--- src/rtl/mem_access_unit.sv ---
// Memory access unit: bridges the pipeline MEM stage to a fixed-latency
// synchronous RAM. Writes complete in one cycle; reads stall the pipeline
// for LATENCY+1 cycles and return data through a holding register.
module mem_access_unit #(
    parameter int unsigned ADDR_WIDTH = 10,
    parameter int unsigned LATENCY    = 2
) (
    input  logic                  clk,
    input  logic                  rst_n,
    input  logic                  mem_ren,
    input  logic                  mem_wen,
    input  logic [31:0]           mem_addr,
    input  logic [31:0]           mem_dout,
    output logic [31:0]           mem_din,
    output logic                  mem_stall,
    output logic                  addr_err,
    output logic                  ram_en,
    output logic                  ram_we,
    output logic [ADDR_WIDTH-1:0] ram_addr,
    output logic [31:0]           ram_wdata,
    input  logic [31:0]           ram_rdata
);

    // Counter holds values up to 7, the largest legal LATENCY.
    localparam int unsigned CNT_W = 3;

    typedef enum logic [1:0] {
        IDLE = 2'd0,
        BUSY = 2'd1,
        DONE = 2'd2
    } state_t;

    state_t                  state;
    logic [CNT_W-1:0]        cnt;
    logic [ADDR_WIDTH-1:0]   addr_q;
    logic [31:0]             rdata_q;

    logic                    in_idle;
    logic                    bad_addr;
    logic                    do_write;
    logic                    do_read;
    logic [ADDR_WIDTH-1:0]   word_addr;

    assign word_addr = mem_addr[ADDR_WIDTH+1:2];
    assign bad_addr  = (mem_addr[1:0] != 2'b00) ||
                       ((mem_addr >> (ADDR_WIDTH + 2)) != 32'd0);

    // Request decode and RAM-side drive; only IDLE accepts requests, write wins over read.
    always_comb begin
        in_idle   = rst_n && (state == IDLE);
        do_write  = in_idle && mem_wen && !bad_addr;
        do_read   = in_idle && mem_ren && !mem_wen && !bad_addr;
        addr_err  = in_idle && (mem_ren || mem_wen) && bad_addr;
        ram_en    = do_write || do_read;
        ram_we    = do_write;
        mem_stall = do_read || (rst_n && (state == BUSY));
        ram_addr  = '0;
        ram_wdata = '0;
        if (rst_n) begin
            ram_addr  = (state == IDLE) ? word_addr : addr_q;
            ram_wdata = mem_dout;
        end
    end

    // Read sequencer: issue in IDLE, count down latency in BUSY, release stall in DONE.
    always_ff @(posedge clk or negedge rst_n) begin
        if (!rst_n) begin
            state   <= IDLE;
            cnt     <= '0;
            addr_q  <= '0;
            rdata_q <= '0;
        end else begin
            case (state)
                IDLE: begin
                    if (do_read) begin
                        state  <= BUSY;
                        cnt    <= CNT_W'(LATENCY);
                        addr_q <= word_addr;
                    end
                end
                BUSY: begin
                    cnt <= cnt - CNT_W'(1);
                    if (cnt == CNT_W'(1)) begin
                        rdata_q <= ram_rdata;
                        state   <= DONE;
                    end
                end
                DONE: begin
                    state <= IDLE;
                end
                default: begin
                    state <= IDLE;
                end
            endcase
        end
    end

    assign mem_din = rdata_q;

endmodule

--- config.mk ---
export PLATFORM = sky130hd
export DESIGN_NAME = mem_access_unit
export DESIGN_NICKNAME = d
export VERILOG_FILES = /design/src/rtl/mem_access_unit.sv
export SDC_FILE = /design/constraint.sdc
export NUM_CORES = 1
export LEC_CHECK = 0
export CAP_MARGIN = 20
export CORE_ASPECT_RATIO = 1.5
export CORE_MARGIN = 10
export CORE_UTILIZATION = 31
export CTS_BUF_LIST = sky130_fd_sc_hd__clkbuf_16
export DETAILED_ROUTE_END_ITERATION = 6
export GPL_TIMING_DRIVEN = 0
export HOLD_SLACK_MARGIN = 0.06
export PLACE_DENSITY = 0.8
export SYNTH_ARGS = -nofsm -noshare
export SYNTH_HDL_FRONTEND = slang
export SYNTH_SLANG_ARGS = --single-unit
--- constraint.sdc ---
create_clock -name clk -period 1.67 [get_ports clk]
set_input_delay 0.334 -clock clk [delete_from_list [all_inputs] [get_ports clk]]
set_output_delay 0.334 -clock clk [all_outputs]
set_load 0.02 [all_outputs]
Word level (Yosys, flattened, before mapping)

Cells that the tools add are included.

Add/sub/neg operators: 1
Multipliers: 0
Divide/modulo/power cells: 0
$lt $le $gt $ge: 0
Equal/unequal tests: 4
Shift operators: 0
Multiplexer cells: 8
Bitwise gates (word level): 0
Reductions and logical operators: 23

Operators by type and width:

| operator                                               | count |
|---|---|
| two-way mux 32 bit                                     | 1 |
| nonzero test 32 bit                                    | 1 |
| two-way mux 10 bit                                     | 2 |
| logical AND 1 bit                                      | 9 |
| AND reduction 2 bit                                    | 4 |
| case mux 3 bit (2 select lines)                        | 1 |
| logical OR 1 bit                                       | 4 |
| two-way mux 2 bit                                      | 2 |
| case mux 2 bit (2 select lines)                        | 1 |
| nonzero test 2 bit                                     | 2 |
| equality test 3 x 1 -> 1 bit (second input constant)   | 1 |
| two-way mux 3 bit                                      | 1 |
| subtractor 3 x 1 -> 3 bit (second input constant)      | 1 |
| equality test 2 x 1 -> 1 bit (second input constant)   | 1 |
| logical NOT 1 bit                                      | 2 |
| logical NOT 2 bit                                      | 1 |
| inequality test 2 x 1 -> 1 bit (second input constant) | 1 |
| inequality test 2 bit (second input constant)          | 1 |

Register bits after elaboration: 47
Latch bits: 0
Bits in writable memories: 0
ROM bits: 0
Input port bits: 100
Logic and storage cells: 40
Memories: 0

Logic depth before layout (Yosys ltp)

Gate-level depths: netlist of the first run.

Depth in word-level cells: 7
Gate-level depth with buffers: 5
Gate-level depth less buffers: 4

Worst setup path after synthesis of the first run

No wires, ideal clock.

Kind: in2out
Start: input mem_addr[12]
End: output ram_en
Data arrival time: 1.486 ns
Data required time: 1.336 ns
Slack: -0.150 ns
Stages on the path: 5
Cells stage by stage: nor4_2 nand4_1 nor3_4 buf_8 a41o_2

Cells in the longest elaborated chain, start to end: 5
Elaborated cells on any way between the ends: 6

Ends and longest elaborated chain:

| item                                        | line   | source |
|---|---|---|
| start, declared                             | 12     | `input logic [31:0] mem_addr,` |
| nonzero test 32 bit (*)                     | 46     | `((mem_addr >> (ADDR_WIDTH + 2)) != 32'd0);` |
| logical OR 1 bit (*)                        | 45     | `assign bad_addr = (mem_addr[1:0] != 2'b00) \|\|` |
| logical NOT 1 bit (*)                       | 51, 52 |  |
| logical AND 1 bit, on equally long branches | 51, 52 |  |
| logical OR 1 bit (*)                        | 54     | `ram_en = do_write \|\| do_read;` |
| end, declared                               | 17     | `output logic ram_en,` |

Mark *: on every way between the ends. The rest lies on a longest branch, timed or not.

Worst setup path after layout of the first run

Start: register state[0]
End: output ram_en

Cells in the longest elaborated chain, start to end: 6
Elaborated cells on any way between the ends: 8

Ends and longest elaborated chain:

| item                           | line | source |
|---|---|---|
| start, declared                | 33   | `state_t state;` |
| start signal, assigned         | 68   | `state <= IDLE;` |
| start signal, assigned         | 76   | `state <= BUSY;` |
| start signal, assigned         | 85   | `state <= DONE;` |
| logical NOT 2 bit (*)          | 50   | `in_idle = rst_n && (state == IDLE);` |
| logical AND 1 bit (*)          | 50   |  |
| logical AND 1 bit (3 in a row) | 52   | `do_read = in_idle && mem_ren && !mem_wen && !bad_addr;` |
| logical OR 1 bit (*)           | 54   |  |

Marked as above.

==> results.txt, run 1 <==
----------------------------------------------------
[Clock tree]
  Sinks on the clock net ... 47
  TritonCTS buffer count ... 5
  Clock Path Buffers ... 2
  Number of levels in the clock H-tree ... 2
  Clock slew seen by the registers of the worst setup and hold paths ... 70 ps
  Insertion delay of the later-clocked pin in the worst-skew pair ... 290 ps
  Clock tree from TritonCTS ... done
  Clock root buffer ... clkbuf_16

[Synthesis]
  EDFF count, synth ... 0
  Biggest area contributors in the synthesized netlist ... dfrtp_1 49%, mux2_2 12%, and2_1 8.3%
  Warning count from the yosys run ... 0
  Async set-or-reset flop fraction in the synthesized netlist ... 100%
  Syn Area/Cell ... 11.0 um2
  Largest area contributor in the synthesized netlist ... dfrtp_1
  Cell count after synthesis ... 219
  Top post-synthesis cells by count ... 47 x dfrtp_1, 32 x and2_1, 26 x mux2_2, 24 x nand2_1, 15 x nor2_1
  Area share of the leading cell type in the synthesized netlist ... 49.0%
  Flip-flop and latch count after synthesis ... 47
  Number of nets in the synthesized netlist ... 321
  Library cells used by synthesis ... 31
  Most frequent cell after synthesis ... dfrtp_1
  Total standard cell area after synthesis ... 2400 um2
  Main flop type after synthesis ... dfrtp_1
  Fraction of the yosys area taken by sequential cells ... 49.0%

[Finish]
  Number of antenna repair diodes ... 0
  Layout cells sized above 1 ... 37.0%
  Area added between synthesis and finish ... 97.7%
  Final #Nets ... 525

[Floorplan]
  Die Span X ... 91.9 um
  Placement Rows ... 39
  Starting density of the core ... 31.8%
  Core region area ... 7560 um2
  Y dimension of the die ... 128 um
  Area of the die ... 11700 um2
  Top Ports ... 178

[Critical path]
  CP endpoint kind ... output port
  CP Max Fanout ... 4
  Launching point of the worst reg2reg path ... state[1]$_DFFE_PN0P_
  Startpoint types ... flip-flop
  Cell breakdown of the critical path ... nor2_4 -> nand4b_1 -> nor3_4 -> buf_8 -> a41o_4 -> buf_6
  CP Class ... reg2out
  Maximum cell stage delay along the critical path ... 450 ps
  CP Data Arrival Time ... 1610 ps
  Worst reg2reg path endpoint ... mem_din[9]$_DFFE_PN0P_
  Reg-to-reg slack, setup ... -90 ps
  Critical Path RT ... 1340 ps
  Cell count of the worst reg-to-reg path ... 4
  Crit path max-delay cell type ... dfrtp_2

[Global route]
  First-pass GRT wire length ... 14700 um
  Maximum number of pins on one net before global-route repair ... 18
  Global route overflow ... 0
  Vias in the first global route ... 2722
  Total routing usage reported by global routing ... 15.5%
  Initial antenna violation count ... 0

[Timing]
  Period minus WS final ... 1950 ps
  Final hold violation count ... 0
  Final Hold Slack ... 75.5 ps
  Transition time at the pin with the least slew margin ... 619 ps
  Max_slew headroom ... 58.6%
  Final cycle utilization of the critical path ... 117%
  Total Neg Setup Slack ... -3900 ps
  Highest clock frequency the design can meet ... 513 MHz
  Skew final ... 8.52 ps
  Final worst-path setup slack ... -278 ps
  Setup violations, final ... 44
  Number of slew-limit violations in the final report ... 0
  Unrepaired setup endpoints after global routing ... true

[Routing]
  Residual antenna-violating net count after detailed routing ... 0
  Vias/cell ... 4.61
  Via Count ... 2424
  Average detailed-routed wire length per instance ... 18.2 um
  1st-pass router iterations ... 4
  Post-detailed-routing wire length ... 9560 um
  Initial DRC count ... 62
  DRC violation count after routing ... 0

[Placement]
  Placed wire-length estimate ... 7280 um
  Minimum setup slack after placement ... -1440 ps
  Routability cong. ... 0.783
  # port buffers ... 177

[Pwr]
  Max VDD drop ... 1.01 mV
  Standby leakage power ... 2.22 nW
  Power density over the cells ... 563 nW/um2

[Job]
  Maxcap violations ... 0

[Outcome]
  Run status ... finished with violations
  Violated checks ... setup timing

[Worst hold path]
  Hold Path Class ... in2async

----------------------------------------------------
[cells by family (layout without fill, tap and decap cells)]
group                    count (synthesis)  in the layout  synth area share, %
AO/OA/AOI/OAI                           17             17                 5.42
XOR/XNOR                                 1              1                0.365
adder cells (fa/ha/maj)                  2              2                 1.04
buffers and inverters                   26            231                 5.00
flip-flops                              47             47                 49.0
multiplexers                            42             42                 19.2
AND/OR/NAND/NOR                         84             84                 20.1
[worst max-delay path by stage]
stage / start / end / slack (ps) / cells after the start
6_report: state[0]$_DFFE_PN0P_ / ram_en / -280 / 6
5_1_grt: mem_addr[30] / ram_en / -350 / 7
4_1_cts: mem_addr[31] / ram_en / -240 / 7
3_5_place_dp: rst_n / addr_err / -1440 / 7
3_3_place_gp: rst_n / addr_err / -2960 / 6
2_1_floorplan: mem_addr[25] / ram_en / -70 / 5
[where the power goes]
part | total (mW) | internal [mW] | switching [mW] | leakage, nW
registers | 1.14 | 1.14 | 0.00000643 | 0.593
logic | 0.543 | 0.325 | 0.218 | 1.56
clock network | 0.993 | 0.560 | 0.434 | 0.0664
[timing repair]
item / CTS / global route
hold buffers: 2 / 0
setup buffers: 14 / 4
hold endpoints to repair: 14 / 0
cloned: 1 / 0
endpoints found under the setup margin: 89 / 46
resized for setup: 296 / 36
pin swaps: 16 / 17
[state kept, by name, indices dropped and copies added (netlist names)]
register	flops
cnt	3
addr_q	10
mem_din	32
state	2
[cell type report]
cell class                 count  area [um2]
tap                          102         128
buffer                        11         106
timing repair buffer         199        1870
sequential                    47        1180
fill                         592        2820
multi-input combinational    146        1270
clock buffer                   5         125
clock inverter                 3        23.8
inverter                      13        48.8
[critical path: cells and delay by family, from the launching register on]
kind	cells	cell delay (ps)
compound gates	1	90
buf+inv	2	260
flops	1	450
simple gates	3	530
[metrics by stage]
step                      instances  power, mW  utilization (%)  cell area (um2)
after floorplan                 219       1.30                -             2460
after global placement          498       1.69             57.6             4360
after detailed placement        499       1.70             57.8             4370
after CTS                       522       2.69             60.7             4590
after global routing            526       2.79             62.8             4750
final                           526       2.67             62.8             4750
[layer usage]
| layer | track usage [%] | up-vias | wire length [um] |
|---|---|---|---|
| li1 | - | 1131 | - |
| met1 | 15.8 | 1163 | 3490 |
| met2 | 27.0 | 124 | 4780 |
| met3 | 8.26 | 6 | 1200 |
| met4 | 3.83 | 0 | 91 |
| met5 | 0 | - | 0 |
[placed cells by master (no fill, tap or decap), types with 2 or more instances in the layout]
master           synthesis  final
dfrtp_1                 47     46
buf_2                    0     32
clkdlybuf4s15_1          0      6
nor4_4                   0      4
nor2_2                   0      2
ha_1                     2      2
clkinvlp_4               0      2
buf_12                   0      2
mux2_2                  26     26
inv_1                   13     13
buf_6                    0     22
and2_1                  32     32
mux2i_1                 10     10
nand2_2                  0      5
dlygate4sd3_1            0      2
clkdlybuf4s50_1          0    109
clkbuf_8                 0      2
nand2_1                 24     14
clkdlybuf4s15_2          0      6
mux2_1                   6      6
buf_8                    1      3
clkbuf_4                 0      3
buf_4                    3     18
clkbuf_16                0      5
nand2_4                  0      5
dlygate4sd2_1            0      3
a21boi_2                 0     10
nor2_1                  15     12
(Power assumes the default switching activity.)
==> run 2: changes to the inputs <==
--- a/config.mk
+++ b/config.mk
@@ -14,6 +14,7 @@
 export GPL_TIMING_DRIVEN = 0
 export HOLD_SLACK_MARGIN = 0.06
 export PLACE_DENSITY = 0.8
+export RECOVER_POWER = 50
 export SYNTH_ARGS = -nofsm -noshare
 export SYNTH_HDL_FRONTEND = slang
 export SYNTH_SLANG_ARGS = --single-unit
==> results.txt, run 2 (synthesized netlist as in run 1, its figures left out) <==
----------------------------------------------------
[Outcome]
  Run status ... finished with violations
  Violated checks ... setup timing

[Pwr]
  Reported net switching power ... 0.649 mW
  Power density over the cells ... 566 nW/um2
  Clock power share ... 37.3%
  Max VDD drop ... 1.01 mV
  Switching Fraction ... 24.4%
  Internal Pwr Total ... 2.01 mW
  Power share of the combinational group ... 19.9%
  Standby leakage power ... 2.18 nW
  Portion of total power attributed to sequential cells ... 42.8%

[Timing]
  Final cycle utilization of the critical path ... 117%
  Final Hold Slack ... 428 ps
  Transition time at the pin with the least slew margin ... 954 ps
  Skew final ... 6.99 ps
  Unrepaired setup endpoints after global routing ... true
  Highest clock frequency the design can meet ... 514 MHz
  Setup violations, final ... 51
  Max_slew headroom ... 36.4%
  Period minus WS final ... 1950 ps
  Final hold violation count ... 0
  Number of slew-limit violations in the final report ... 0
  Final worst-path setup slack ... -277 ps

[Job]
  Maxcap violations ... 0

[Floorplan]
  Y dimension of the die ... 128 um
  Starting density of the core ... 31.8%
  Top Ports ... 178
  Core region area ... 7560 um2
  Area of the die ... 11700 um2
  Die Span X ... 91.9 um
  Placement Rows ... 39

[Finish]
  Fill count ... 601
  Final Instance Count excl. Fillers ... 526
  Final #Nets ... 525
  Most frequent standard cell in the layout excluding fill and tap cells ... clkdlybuf4s50_1
  Layout cells sized above 1 ... 36.1%
  Area added between synthesis and finish ... 95.4%
  Number of flip-flops under the largest register name ... 32
  Number of antenna repair diodes ... 0
  Post-layout instance area ... 4690 um2
  Most frequent cells in the layout ... 109 x clkdlybuf4s50_1, 46 x dfrtp_1, 32 x and2_1, 32 x buf_2, 26 x mux2_2

[Routing]
  Initial DRC count ... 70
  Residual antenna-violating net count after detailed routing ... 0
  Vias/cell ... 4.61
  1st-pass router iterations ... 4
  DRC violation count after routing ... 0
  Average detailed-routed wire length per instance ... 18.1 um
  Via Count ... 2424
  Post-detailed-routing wire length ... 9540 um

[Global route]
  Total routing usage reported by global routing ... 15.5%
  Maximum number of pins on one net before global-route repair ... 18
  Global route hottest layer ... met2
  Fraction of met3 tracks used by global routing ... 8.26%
  Met1 Usage GRT ... 15.8%
  GR met2 Demand/Resource ... 27.0%
  Vias in the first global route ... 2722
  First-pass GRT wire length ... 14700 um
  Global route overflow ... 0
  Initial antenna violation count ... 0

[Clock tree]
  Insertion delay of the later-clocked pin in the worst-skew pair ... 290 ps
  Clock Path Buffers ... 2
  Number of levels in the clock H-tree ... 2
  TritonCTS buffer count ... 5
  Sinks on the clock net ... 47
  Clock root buffer ... clkbuf_16
  Clock tree from TritonCTS ... done
  Clock slew seen by the registers of the worst setup and hold paths ... 70 ps

[Placement]
  Minimum setup slack after placement ... -1440 ps
  Post-placement cell count ... 499
  Area of placed instances ... 4370 um2
  Placed wire-length estimate ... 7280 um
  Routability cong. ... 0.783
  # port buffers ... 177

[Critical path]
  CP Data Arrival Time ... 1610 ps
  Delay-heaviest family, CP ... simple AND/OR/NAND/NOR gates
  Crit path max-delay cell type ... dfrtp_2
  Maximum cell stage delay along the critical path ... 440 ps
  Reg-to-reg slack, setup ... -150 ps
  Startpoint types ... flip-flop
  Launching point of the worst reg2reg path ... state[1]$_DFFE_PN0P_
  Worst path bufs/invs ... 2
  CP Max Fanout ... 4
  Cell count of the worst reg-to-reg path ... 4
  Critical Path RT ... 1340 ps
  CP Class ... reg2out
  CP endpoint kind ... output port
  Worst reg2reg path endpoint ... mem_din[9]$_DFFE_PN0P_
  Cell breakdown of the critical path ... nor2_4 -> nand4b_1 -> nor3_4 -> buf_8 -> a41o_4 -> buf_6

[Worst hold path]
  Hold Path Class ... in2async

----------------------------------------------------
[run 2: cell types whose count changed in the layout (fill, tap and decap cells not counted), sizes merged]
cell	delta
clkbuf	+4
buf	-3
bufbuf	-1
[run 2: timing repair]
item / 4_1_cts / 5_1_grt
pin swaps: 16 / 17
gates cloned: 1 / 0
endpoints found under the setup margin: 89 / 46
gates resized for setup: 296 / 36
buffers inserted: 14 / 4
hold endpoints to repair: 14 / 0
hold buffers: 2 / 0
[run 2: worst register-to-register path: stages (launching register included)]
cell      delay [ps]
dfrtp_1          410
nand2b_1         270
nor3b_2          400
buf_4            270
mux2_2           360
[run 2: power groups by stage]
stage,clock network [mW],logic (mW),registers (mW)
final,0.991,0.529,1.14
after global routing,1.07,0.566,1.14
after CTS,1.02,0.526,1.14
after detailed placement,0,0.539,1.16
after global placement,0,0.525,1.16
after floorplan,0,0.142,1.16
[run 2: layout make-up]
type	instances	area [um2]	area share, %
Buffer	11	106	2.27
Clock buffer	5	125	2.67
Clock inverter	3	23.8	0.506
Inverter	13	48.8	1.04
Multi-Input combinational cell	146	1260	26.8
Sequential cell	47	1180	25.1
Tap cell	102	128	2.72
Timing Repair Buffer	199	1830	38.9
[run 2: routing by layer]
layer / vias up / part of all wire, %
met2: 126 / 50
met3: 6 / 13
met5: - / 0
met1: 1161 / 36
li1: 1131 / -
met4: 0 / 0.95
[run 2: worst max path at each step]
stage          slack, ps  cells past startpoint  endpoint                 start
2_1_floorplan        -70                      5    ram_en          mem_addr[25]
3_3_place_gp       -2960                      6  addr_err                 rst_n
3_5_place_dp       -1440                      7  addr_err                 rst_n
4_1_cts             -240                      7    ram_en          mem_addr[31]
5_1_grt             -350                      7    ram_en          mem_addr[30]
6_report            -280                      6    ram_en  state[0]$_DFFE_PN0P_
[run 2: per-stage QoR]
step | setup TNS, ps | total power [mW] | utilization [%]
global route | -12170 | 2.78 | 62.1
global placement | -205060 | 1.69 | 57.6
CTS | -4220 | 2.69 | 60.7
detailed placement | -64580 | 1.70 | 57.8
finish | -6230 | 2.66 | 62.1
floorplan | -203 | 1.30 | -
==> run 3: changes to the inputs <==
--- a/config.mk
+++ b/config.mk
@@ -5,11 +5,13 @@
 export SDC_FILE = /design/constraint.sdc
 export NUM_CORES = 1
 export LEC_CHECK = 0
+export ABC_CLOCK_PERIOD_IN_PS = 1670
 export CAP_MARGIN = 20
 export CORE_ASPECT_RATIO = 1.5
 export CORE_MARGIN = 10
 export CORE_UTILIZATION = 31
 export CTS_BUF_LIST = sky130_fd_sc_hd__clkbuf_16
+export CTS_CLUSTER_DIAMETER = 30
 export DETAILED_ROUTE_END_ITERATION = 6
 export GPL_TIMING_DRIVEN = 0
 export HOLD_SLACK_MARGIN = 0.06
==> results of run 3 <==
The final DEF is identical to that of run 2; final timing and power are the same.
